$ cat src/rtl/ppi_pkg.sv
// Shared types for the 8255-style PPI: handshake FSM states and
// the mode encodings also used by the control word register.
package ppi_pkg;

  typedef enum logic [1:0] {
    IN_IDLE,
    IN_CAPT,
    IN_FULL,
    IN_READ
  } in_state_t;

  typedef enum logic [1:0] {
    OUT_IDLE,
    OUT_WRITE,
    OUT_FULL,
    OUT_ACK
  } out_state_t;

  localparam logic [1:0] MODE0 = 2'd0;
  localparam logic [1:0] MODE1 = 2'd1;
  localparam logic [1:0] MODE2 = 2'd2;

endpackage

$ cat src/rtl/ppi_sync_edge.sv
// Pin synchronizer plus registered edge detect for an active-low pin.
// Ports: Clk, Reset, pin_i (async pin) -> level_o, fall_o, rise_o.
module ppi_sync_edge #(
  parameter int SYNC_STAGES = 2
) (
  input  logic Clk,
  input  logic Reset,
  input  logic pin_i,
  output logic level_o,
  output logic fall_o,
  output logic rise_o
);

  logic [SYNC_STAGES-1:0] sync_q;
  logic                   prev_q;

  // Preset to 1 so an idle active-low pin never looks like an edge.
  always_ff @(posedge Clk) begin
    if (Reset) begin
      sync_q <= '1;
      prev_q <= 1'b1;
    end else begin
      sync_q <= {sync_q[SYNC_STAGES-2:0], pin_i};
      prev_q <= sync_q[SYNC_STAGES-1];
    end
  end

  assign level_o = sync_q[SYNC_STAGES-1];
  assign fall_o  = prev_q & ~level_o;
  assign rise_o  = ~prev_q & level_o;

endmodule

$ cat src/rtl/ppi_port_a_strobed_ctrl.sv
// Group A Mode 1 strobed I/O handshake for Port A (IBF/OBF/INTR).
// Ports: bus rd_n/wr_n, PC4 stb_n, PC6 ack_n in; latches + PC3/5/7 out.
module ppi_port_a_strobed_ctrl
  import ppi_pkg::*;
#(
  parameter int DATA_W      = 8,
  parameter int SYNC_STAGES = 2
) (
  input  logic              Clk,
  input  logic              Reset,
  input  logic              mode1_en,
  input  logic              dir_in,
  input  logic              inte,
  input  logic              port_a_sel,
  input  logic              rd_n,
  input  logic              wr_n,
  input  logic              stb_n,
  input  logic              ack_n,
  input  logic [DATA_W-1:0] pa_in,
  input  logic [DATA_W-1:0] db_in,
  output logic [DATA_W-1:0] pa_out,
  output logic              pa_oe,
  output logic [DATA_W-1:0] db_out,
  output logic              ibf,
  output logic              obf_n,
  output logic              intr,
  output logic              ovr
);

  logic rd_fall, rd_rise;
  logic wr_fall, wr_rise;
  logic stb_fall, stb_rise;
  logic ack_fall, ack_rise;

  ppi_sync_edge #(.SYNC_STAGES(SYNC_STAGES)) u_rd (
    .Clk(Clk), .Reset(Reset), .pin_i(rd_n),
    .level_o(), .fall_o(rd_fall), .rise_o(rd_rise)
  );

  ppi_sync_edge #(.SYNC_STAGES(SYNC_STAGES)) u_wr (
    .Clk(Clk), .Reset(Reset), .pin_i(wr_n),
    .level_o(), .fall_o(wr_fall), .rise_o(wr_rise)
  );

  ppi_sync_edge #(.SYNC_STAGES(SYNC_STAGES)) u_stb (
    .Clk(Clk), .Reset(Reset), .pin_i(stb_n),
    .level_o(), .fall_o(stb_fall), .rise_o(stb_rise)
  );

  ppi_sync_edge #(.SYNC_STAGES(SYNC_STAGES)) u_ack (
    .Clk(Clk), .Reset(Reset), .pin_i(ack_n),
    .level_o(), .fall_o(ack_fall), .rise_o(ack_rise)
  );

  // Port A data delayed to line up with the synchronized strobe.
  logic [DATA_W-1:0] pa_dly_q [SYNC_STAGES];

  always_ff @(posedge Clk) begin
    if (Reset) begin
      for (int i = 0; i < SYNC_STAGES; i++) pa_dly_q[i] <= '0;
    end else begin
      pa_dly_q[0] <= pa_in;
      for (int i = 1; i < SYNC_STAGES; i++) pa_dly_q[i] <= pa_dly_q[i-1];
    end
  end

  in_state_t         in_q, in_d;
  out_state_t        out_q, out_d;
  logic [DATA_W-1:0] pa_out_q, pa_out_d;
  logic [DATA_W-1:0] db_out_q, db_out_d;
  logic              ibf_q, ibf_d;
  logic              obf_n_q, obf_n_d;
  logic              intr_q, intr_d;
  logic              ovr_q, ovr_d;
  logic              pa_oe_q;
  logic              mode_q, dir_q;

  logic in_act, out_act, chg;

  assign in_act  = mode1_en & dir_in;
  assign out_act = mode1_en & ~dir_in;
  assign chg     = (mode1_en != mode_q) | (dir_in != dir_q);

  always_comb begin
    in_d     = in_q;
    out_d    = out_q;
    pa_out_d = pa_out_q;
    db_out_d = db_out_q;
    ibf_d    = ibf_q;
    obf_n_d  = obf_n_q;
    intr_d   = intr_q;
    ovr_d    = ovr_q;

    if (chg) begin
      // Mode/direction switch aborts both handshakes; data is kept.
      in_d    = IN_IDLE;
      out_d   = OUT_IDLE;
      ibf_d   = 1'b0;
      ovr_d   = 1'b0;
      intr_d  = 1'b0;
      obf_n_d = 1'b1;
    end else begin
      if (!in_act) begin
        in_d  = IN_IDLE;
        ibf_d = 1'b0;
        ovr_d = 1'b0;
      end else if (stb_fall) begin
        // A new strobe beats everything, including a closing read.
        db_out_d = pa_dly_q[SYNC_STAGES-1];
        ibf_d    = 1'b1;
        if (ibf_q) ovr_d = 1'b1;
        in_d     = IN_CAPT;
      end else begin
        unique case (in_q)
          IN_IDLE: ;
          IN_CAPT: begin
            if (stb_rise) begin
              intr_d = inte;
              in_d   = IN_FULL;
            end
          end
          IN_FULL: begin
            if (rd_fall && port_a_sel) begin
              intr_d = 1'b0;
              in_d   = IN_READ;
            end
          end
          IN_READ: begin
            if (rd_rise && port_a_sel) begin
              ibf_d = 1'b0;
              ovr_d = 1'b0;
              in_d  = IN_IDLE;
            end
          end
        endcase
      end

      if (!out_act) begin
        out_d   = OUT_IDLE;
        obf_n_d = 1'b1;
      end else if (wr_fall && port_a_sel && out_q != OUT_WRITE) begin
        // Writes are taken in IDLE, FULL and ACK alike.
        intr_d = 1'b0;
        out_d  = OUT_WRITE;
      end else begin
        unique case (out_q)
          OUT_IDLE: ;
          OUT_WRITE: begin
            if (wr_rise && port_a_sel) begin
              pa_out_d = db_in;
              obf_n_d  = 1'b0;
              out_d    = OUT_FULL;
            end
          end
          OUT_FULL: begin
            if (ack_fall) begin
              obf_n_d = 1'b1;
              out_d   = OUT_ACK;
            end
          end
          OUT_ACK: begin
            if (ack_rise) begin
              intr_d = inte;
              out_d  = OUT_IDLE;
            end
          end
        endcase
      end

      if (!in_act && !out_act) intr_d = 1'b0;
    end
  end

  always_ff @(posedge Clk) begin
    if (Reset) begin
      in_q     <= IN_IDLE;
      out_q    <= OUT_IDLE;
      pa_out_q <= '0;
      db_out_q <= '0;
      ibf_q    <= 1'b0;
      obf_n_q  <= 1'b1;
      intr_q   <= 1'b0;
      ovr_q    <= 1'b0;
      pa_oe_q  <= 1'b0;
      // Track the live mode so leaving reset is not seen as a change.
      mode_q   <= mode1_en;
      dir_q    <= dir_in;
    end else begin
      in_q     <= in_d;
      out_q    <= out_d;
      pa_out_q <= pa_out_d;
      db_out_q <= db_out_d;
      ibf_q    <= ibf_d;
      obf_n_q  <= obf_n_d;
      intr_q   <= intr_d;
      ovr_q    <= ovr_d;
      pa_oe_q  <= out_act;
      mode_q   <= mode1_en;
      dir_q    <= dir_in;
    end
  end

  assign pa_out = pa_out_q;
  assign db_out = db_out_q;
  assign pa_oe  = pa_oe_q;
  assign ibf    = ibf_q;
  assign obf_n  = obf_n_q;
  assign intr   = intr_q & inte;
  assign ovr    = ovr_q;

endmodule
$ cat config.mk
export PLATFORM = sky130hd
export DESIGN_NAME = ppi_port_a_strobed_ctrl
export DESIGN_NICKNAME = d
export VERILOG_FILES = /design/src/rtl/ppi_pkg.sv /design/src/rtl/ppi_sync_edge.sv /design/src/rtl/ppi_port_a_strobed_ctrl.sv
export SDC_FILE = /design/constraint.sdc
export NUM_CORES = 1
export LEC_CHECK = 0
export BUFFER_PORTS_ARGS = -buffer_cell sky130_fd_sc_hd__buf_4
export CORE_MARGIN = 2
export CORE_UTILIZATION = 45
export DETAILED_ROUTE_END_ITERATION = 7
export PLACE_DENSITY = 0.68
export REMOVE_ABC_BUFFERS = 1
export SETUP_SLACK_MARGIN = 0.5
export SLEW_MARGIN = 20
export SYNTH_ARGS = -nofsm -noshare
export SYNTH_HDL_FRONTEND = slang
export SYNTH_SLANG_ARGS = --single-unit
export TNS_END_PERCENT = 20
$ cat constraint.sdc
create_clock -name Clk -period 2.25 [get_ports Clk]
set_clock_uncertainty 0.1 [all_clocks]
set_input_delay 0.225 -clock Clk [delete_from_list [all_inputs] [get_ports Clk]]
set_output_delay 0.225 -clock Clk [all_outputs]
set_load 0.005 [all_outputs]
# Word level (Yosys, flattened, before mapping)
# Memory sizes are Yosys's and may differ from the RTL's. A register that Yosys moved wholly into a read port is not among the register bits.
# Index checks and enable logic that the tools add are counted.
word_totals:
  memories: 1
  ram_bits: 16
  elab_cells: 131
  reg_bits: 31
  out_inout_bits: 21
  in_bits: 26
mem_list:
  columns: ["memory", "depth", "width", "rd", "rd_clocked_by_memory_dff", "write_ports", "line_no", "text"]
  rows:
  - ["pa_dly_q", 2, 8, 2, 1, 2, "ppi_port_a_strobed_ctrl.sv:56", "logic [DATA_W-1:0] pa_dly_q [SYNC_STAGES];"]
op_classes:
  bitwise_logic: 27
  eq_ne: 22
  muxes: 32
  reduce_logical: 29
ops:
  columns: ["cell", "count"]
  rows:
  - ["2-to-1 mux 1 bit", 20]
  - ["AND reduction 4 bit", 5]
  - ["inequality test 3 bit (second input constant)", 6]
  - ["2-to-1 mux 8 bit", 2]
  - ["inverter 1 bit", 13]
  - ["2-to-1 mux 2 bit", 6]
  - ["inequality test 2 bit (second input constant)", 6]
  - ["case mux 2 bit (3 select lines)", 2]
  - ["AND 1 bit", 11]
  - ["OR reduction 3 bit", 3]
  - ["== test 2 bit (second input constant)", 4]
  - ["nonzero test 4 bit", 2]
  - ["OR reduction 4 bit", 2]
  - ["logical AND 1 bit", 6]
  - ["AND reduction 3 bit", 2]
  - ["nonzero test 2 bit", 3]
  - ["nonzero test 3 bit", 2]
  - ["AND reduction 5 bit", 1]
  - ["== test 2 x 1 -> 1 bit (second input constant)", 2]
  - ["inequality test 2 x 1 -> 1 bit (second input constant)", 2]
  - ["case mux 1 bit (2 select lines)", 2]
  - ["OR 1 bit", 3]
  - ["logical NOT 1 bit", 2]
  - ["inequality test 1 bit", 2]
  - ["AND reduction 2 bit", 1]

# Depth between registers and ports, before layout
depth:
  word_depth: 11
  ltp_mapped: 7
  ltp_nobuf: 6

# By module
# From an unflattened synthesis, not the netlist that was laid out.
unflattened:
  hier_cells: 197
  hier_area_um2: 2064.5
modules_own_cells:
  columns: ["module", "seq_area_each_um2", "n_inst", "cells_per_inst", "area_each_um2"]
  rows:
  - ["ppi_port_a_strobed_ctrl", 860.8, 1, 165, 1694.1]
  - ["ppi_sync_edge", 60.1, 4, 8, 92.6]

# Worst setup path after synthesis
# No wires, ideal clock.
synth_path:
  path_kind: "flip-flop to flip-flop"
  from: "register out_q[0]"
  to: "register pa_out_q[0] (netlist: pa_out[0])"
  setup_slack_ps: 468
  synth_period_minus_slack_ps: 1782
  n_path_buf: 1
  stages_incl_launch_ff: 7
  required_time_ps: 2022
  setup_ps: 128
  arrival_ps: 1554
  path_cell_list: "dfxtp_1 -> ha_1 -> inv_1 -> or4_4 -> buf_6 -> mux2i_1 -> nor2_1"
synth_via:
  elab_chain_cells: 4
  word_cells_on_any_way: 5
  cone_classes: "eq/ne (2); bitwise (1); reduce/logical (2)"
synth_lines:
  columns: ["item", "line_no", "text"]
  rows:
  - ["start: declaration", "ppi_port_a_strobed_ctrl.sv:68", "out_state_t out_q, out_d;"]
  - ["start signal: assignment", "ppi_port_a_strobed_ctrl.sv:190", "out_q <= out_d;"]
  - ["inequality test 2 x 1 -> 1 bit", "ppi_port_a_strobed_ctrl.sv:141", "end else if (wr_fall && port_a_sel && out_q != OUT_WRITE) begin"]
  - ["logical AND 1 bit", "ppi_port_a_strobed_ctrl.sv:141", null]
  - ["inverter 1 bit (no line)", null, null]
  - ["AND reduction 5 bit (no line) *", null, null]
  - ["end signal: assignment", "ppi_port_a_strobed_ctrl.sv:191", "pa_out_q <= pa_out_d;"]
  - ["end: declaration", "ppi_port_a_strobed_ctrl.sv:69", "logic [DATA_W-1:0] pa_out_q, pa_out_d;"]
# Every way passes the cells marked *; elsewhere a longest branch is shown, timed or not.
# A chain may end at the register's enable or synchronous reset.

# Worst setup path in the final report
layout_path:
  from: "register out_q[1]"
  to: "register out_q[1]"
layout_via:
  elab_chain_cells: 3
  word_cells_on_any_way: 12
  cone_classes: "eq/ne (7); mux (1); reduce/logical (4)"
layout_lines:
  columns: ["item", "line_no", "text"]
  rows:
  - ["== test 2 x 1 -> 1 bit (tied with other cells)", "ppi_port_a_strobed_ctrl.sv:146", "unique case (out_q)"]
  - ["inequality test 2 bit (no line) (tied with other cells)", null, null]
  - ["AND reduction 4 bit (no line) or OR reduction 4 bit (tied branches)", null, null]
# Parallel ways exist; a longest one is shown, timed or not.

==> results.json <==
{
  "r2r_end": "out_q[1]",
  "p_seq_share_pct": 56.8,
  "min_path_cells": 2,
  "status": "finished, final reports clean",
  "synth_ff_type": "dfxtp_1",
  "ys_types": 37,
  "critical_path_class": "flip-flop to flip-flop",
  "setup_tns_ns": 0,
  "path_max_fanout": 5,
  "synth_xor_xnor_area_share_pct": 0,
  "via_per_inst": 4.97,
  "final_common_cell": "buf_4",
  "slew_headroom_pct": 69.1,
  "intPower_w": 0.00139,
  "p_leak_nw": 1.29,
  "regArea_um2": 1110,
  "path_clk_slew_ns": 0.10,
  "max-vdd-ir-drop_mv": 0.433,
  "grt_setup_unrepaired": "yes",
  "die_area_um2": 5350,
  "area_growth_pct": 32.2,
  "grt_pass1_vias": 1470,
  "drive_gt1_share_pct": 36.5,
  "cts-root-buf": "clkbuf_8",
  "layout.nets": 307,
  "crit_path_start": "out_q[1]",
  "muxShareOfSynthArea_pct": 9.01,
  "io_buffers": 46,
  "maxCapViolCount": 0,
  "arrival_ns": 1.84,
  "crit_required_ns": 2.35,
  "ctsHtreeMaxLevel": 2,
  "power_frac_comb_pct": 6.0,
  "p_switching_w": 0.000374,
  "grt_antenna_before_repair": 0,
  "placedCellCount": 305,
  "post_synth_fa_ha_maj_area_fraction_pct": 6.39,
  "r2r_slack_ns": 0.51,
  "ys_ff_latch": 55,
  "fin_crit_sh_pct": 77.2,
  "synth_cells": 211,
  "ff2ff_path_depth": 6,
  "grt_use_total_pct": 15.4,
  "min_period_ns": 1.74,
  "yosysWarnings": 0,
  "async_reset_ff_share_pct": 0,
  "layout_common_cells": "buf_4, dfxtp_1, nor2_1, nor2b_1, mux2i_1",
  "start_util_pct": 46.2,
  "drt_iter0_markers": 110,
  "synth_area_um2": 2150,
  "wl_per_cell_um": 12.4,
  "hp-class": "primary input to flip-flop",
  "numCtsBuffers": 5,
  "cts_tree": "yes",
  "dp_hpwl_um": 2620,
  "n_antenna_cell": 0,
  "yosysSeqAreaShare_pct": 51.1,
  "grt_pass1_wl_um": 6400,
  "pwr-share-clk_pct": 37.2,
  "num_rows": 25,
  "max_freq_ghz": 0.576,
  "core_um2": 4660,
  "wirelength_um": 4030,
  "synth_compound_gate_area_share_pct": 6.91,
  "dpl_cell_area_um2": 2540,
  "fillerInstances": 422,
  "io_pins": 47,
  "ant_nets": 0,
  "synth-edff-count": 0,
  "drc_errors": 0,
  "reg2reg_from": "out_q[1]",
  "setup_viol": 0,
  "fin_cells": 325,
  "cp-start-kind": "flip-flop",
  "dieHeight_um": 73.2,
  "gp_congestion": 0.891,
  "power.density_nw_per_um2": 621,
  "multiInputGateArea_um2": 1040,
  "syn_avg_cell_area_um2": 10.2,
  "hold_violations": 0,
  "clk_latency_ns": 0.31,
  "grt_max_degree": 46,
  "clock-sinks": 55,
  "grt_overflow": 0,
  "cp-end-kind": "flip-flop",
  "crit_end": "out_q[1]",
  "fin_area_um2": 2850,
  "die_w_um": 73.2,
  "clockBufferDepth": 2,
  "drtPass1Iterations": 4,
  "tightest_slew_ns": 0.458,
  "final_max_slew_viol_count": 0,
  "yosys.area_share.simple_pct": 22.8,
  "vias": 1615,
  "synth_top_family_by_area": "simple AND/OR/NAND/NOR gates",
  "p_sw_share_pct": 21.1
}
-- through the flow --
step | hold WS, ns | util [%] | total power [W] | setup WS (ns)
detailed placement | 0.283 | 54.4 | 0.00112 | 0.307
floorplan | 0.153 | - | 0.00106 | 0.488
finish | 0.0237 | 61.1 | 0.00177 | 0.513
global placement | 0.281 | 54.4 | 0.00112 | 0.325
CTS | 0.00170 | 58.8 | 0.00179 | 0.489
global route | 0.0106 | 61.1 | 0.00184 | 0.445
-- flip-flops by register name, indices dropped and copies added (netlist names), 2 cells and up --
| name | count |
|---|---|
| u_wr.sync_q | 2 |
| u_ack.sync_q | 2 |
| in_q | 2 |
| pa_out | 8 |
| out_q | 2 |
| db_out | 8 |
| u_stb.sync_q | 2 |
| pa_dly_q | 16 |
| u_rd.sync_q | 2 |
-- power by group through the flow --
stage | clock network [W] | registers, W | logic [W]
after floorplan | 0 | 0.00103 | 0.0000341
after global placement | 0 | 0.00103 | 0.0000888
after detailed placement | 0 | 0.00103 | 0.0000901
after CTS | 0.000684 | 0.00100 | 0.0000988
after global routing | 0.000717 | 0.00101 | 0.000117
final | 0.000658 | 0.00100 | 0.000106
-- area by class of cell --
type | count | area share (%)
clock inverters | 3 | 1.63
flip-flops and latches | 55 | 39.2
repair buffers | 59 | 16.2
well taps | 54 | 2.37
inverters | 12 | 1.67
multi-input cells | 137 | 36.5
clock buffers | 5 | 2.42
-- cell families (layout without fill, tap and decap cells) --
logic type | Yosys count | in the layout
fa+ha+maj | 11 | 11
buf+inv | 19 | 79
simple gates | 86 | 86
compound gates | 21 | 21
mux | 19 | 19
flops | 55 | 55
-- what timing repair did --
| action | 4_1_cts | 5_1_grt |
|---|---|---|
| endpoints found under the setup margin | 14 | 20 |
| hold buffers | 5 | 1 |
| endpoints found under the hold margin | 5 | 1 |
| pin swaps | 2 | 8 |
| setup buffers | 0 | 6 |
| resized for setup | 13 | 14 |
-- critical path, stage by stage (launching register included) --
cell and delay (ns):
dfxtp_4 0.38, inv_4 0.07, ha_4 0.15, buf_4 0.12, a21oi_1 0.06, a222oi_1 0.39
mux2_2 0.38
-- synth_stat cells (2+ instances only) --
| cell | n | area [um2] |
|---|---|---|
| nand3b_1 | 4 | 30.0 |
| dfxtp_1 | 55 | 1100 |
| nor2_1 | 22 | 82.6 |
| mux2i_1 | 16 | 160 |
| nor4_1 | 2 | 12.5 |
| a211oi_1 | 3 | 22.5 |
| o311ai_0 | 2 | 17.5 |
| nand2_1 | 8 | 30.0 |
| inv_1 | 12 | 45.0 |
| ha_1 | 11 | 138 |
| nand3_1 | 2 | 10.0 |
| nand4b_1 | 2 | 17.5 |
| a21oi_1 | 5 | 25.0 |
| or2_2 | 14 | 87.6 |
| mux2_2 | 3 | 33.8 |
| and4bb_2 | 2 | 25.0 |
| buf_2 | 2 | 10.0 |
| or3_1 | 2 | 12.5 |
| nor3_1 | 4 | 20.0 |
| clkbuf_1 | 4 | 15.0 |
| nor2b_1 | 17 | 106 |
| o21ai_0 | 4 | 20.0 |
-- how the worst min path moves through the flow --
stage	start	to	slack, ns
floorplan	dir_in	dir_q	0.15
global placement	mode1_en	mode_q	0.28
detailed placement	dir_in	dir_q	0.28
CTS	rd_n	u_rd.sync_q[0]	0.002
global route	pa_in[5]	pa_dly_q[0][5]	0.01
finish	pa_in[6]	pa_dly_q[0][6]	0.02
-- per-layer routing --
layer / part of all wire (%) / GRT usage, %
met1: 46 / 19.4
met2: 46 / 24.2
met3: 6.7 / 4.97
met4: 1.3 / 6.79
met5: 0 / 0
(Power assumes the default switching activity.)
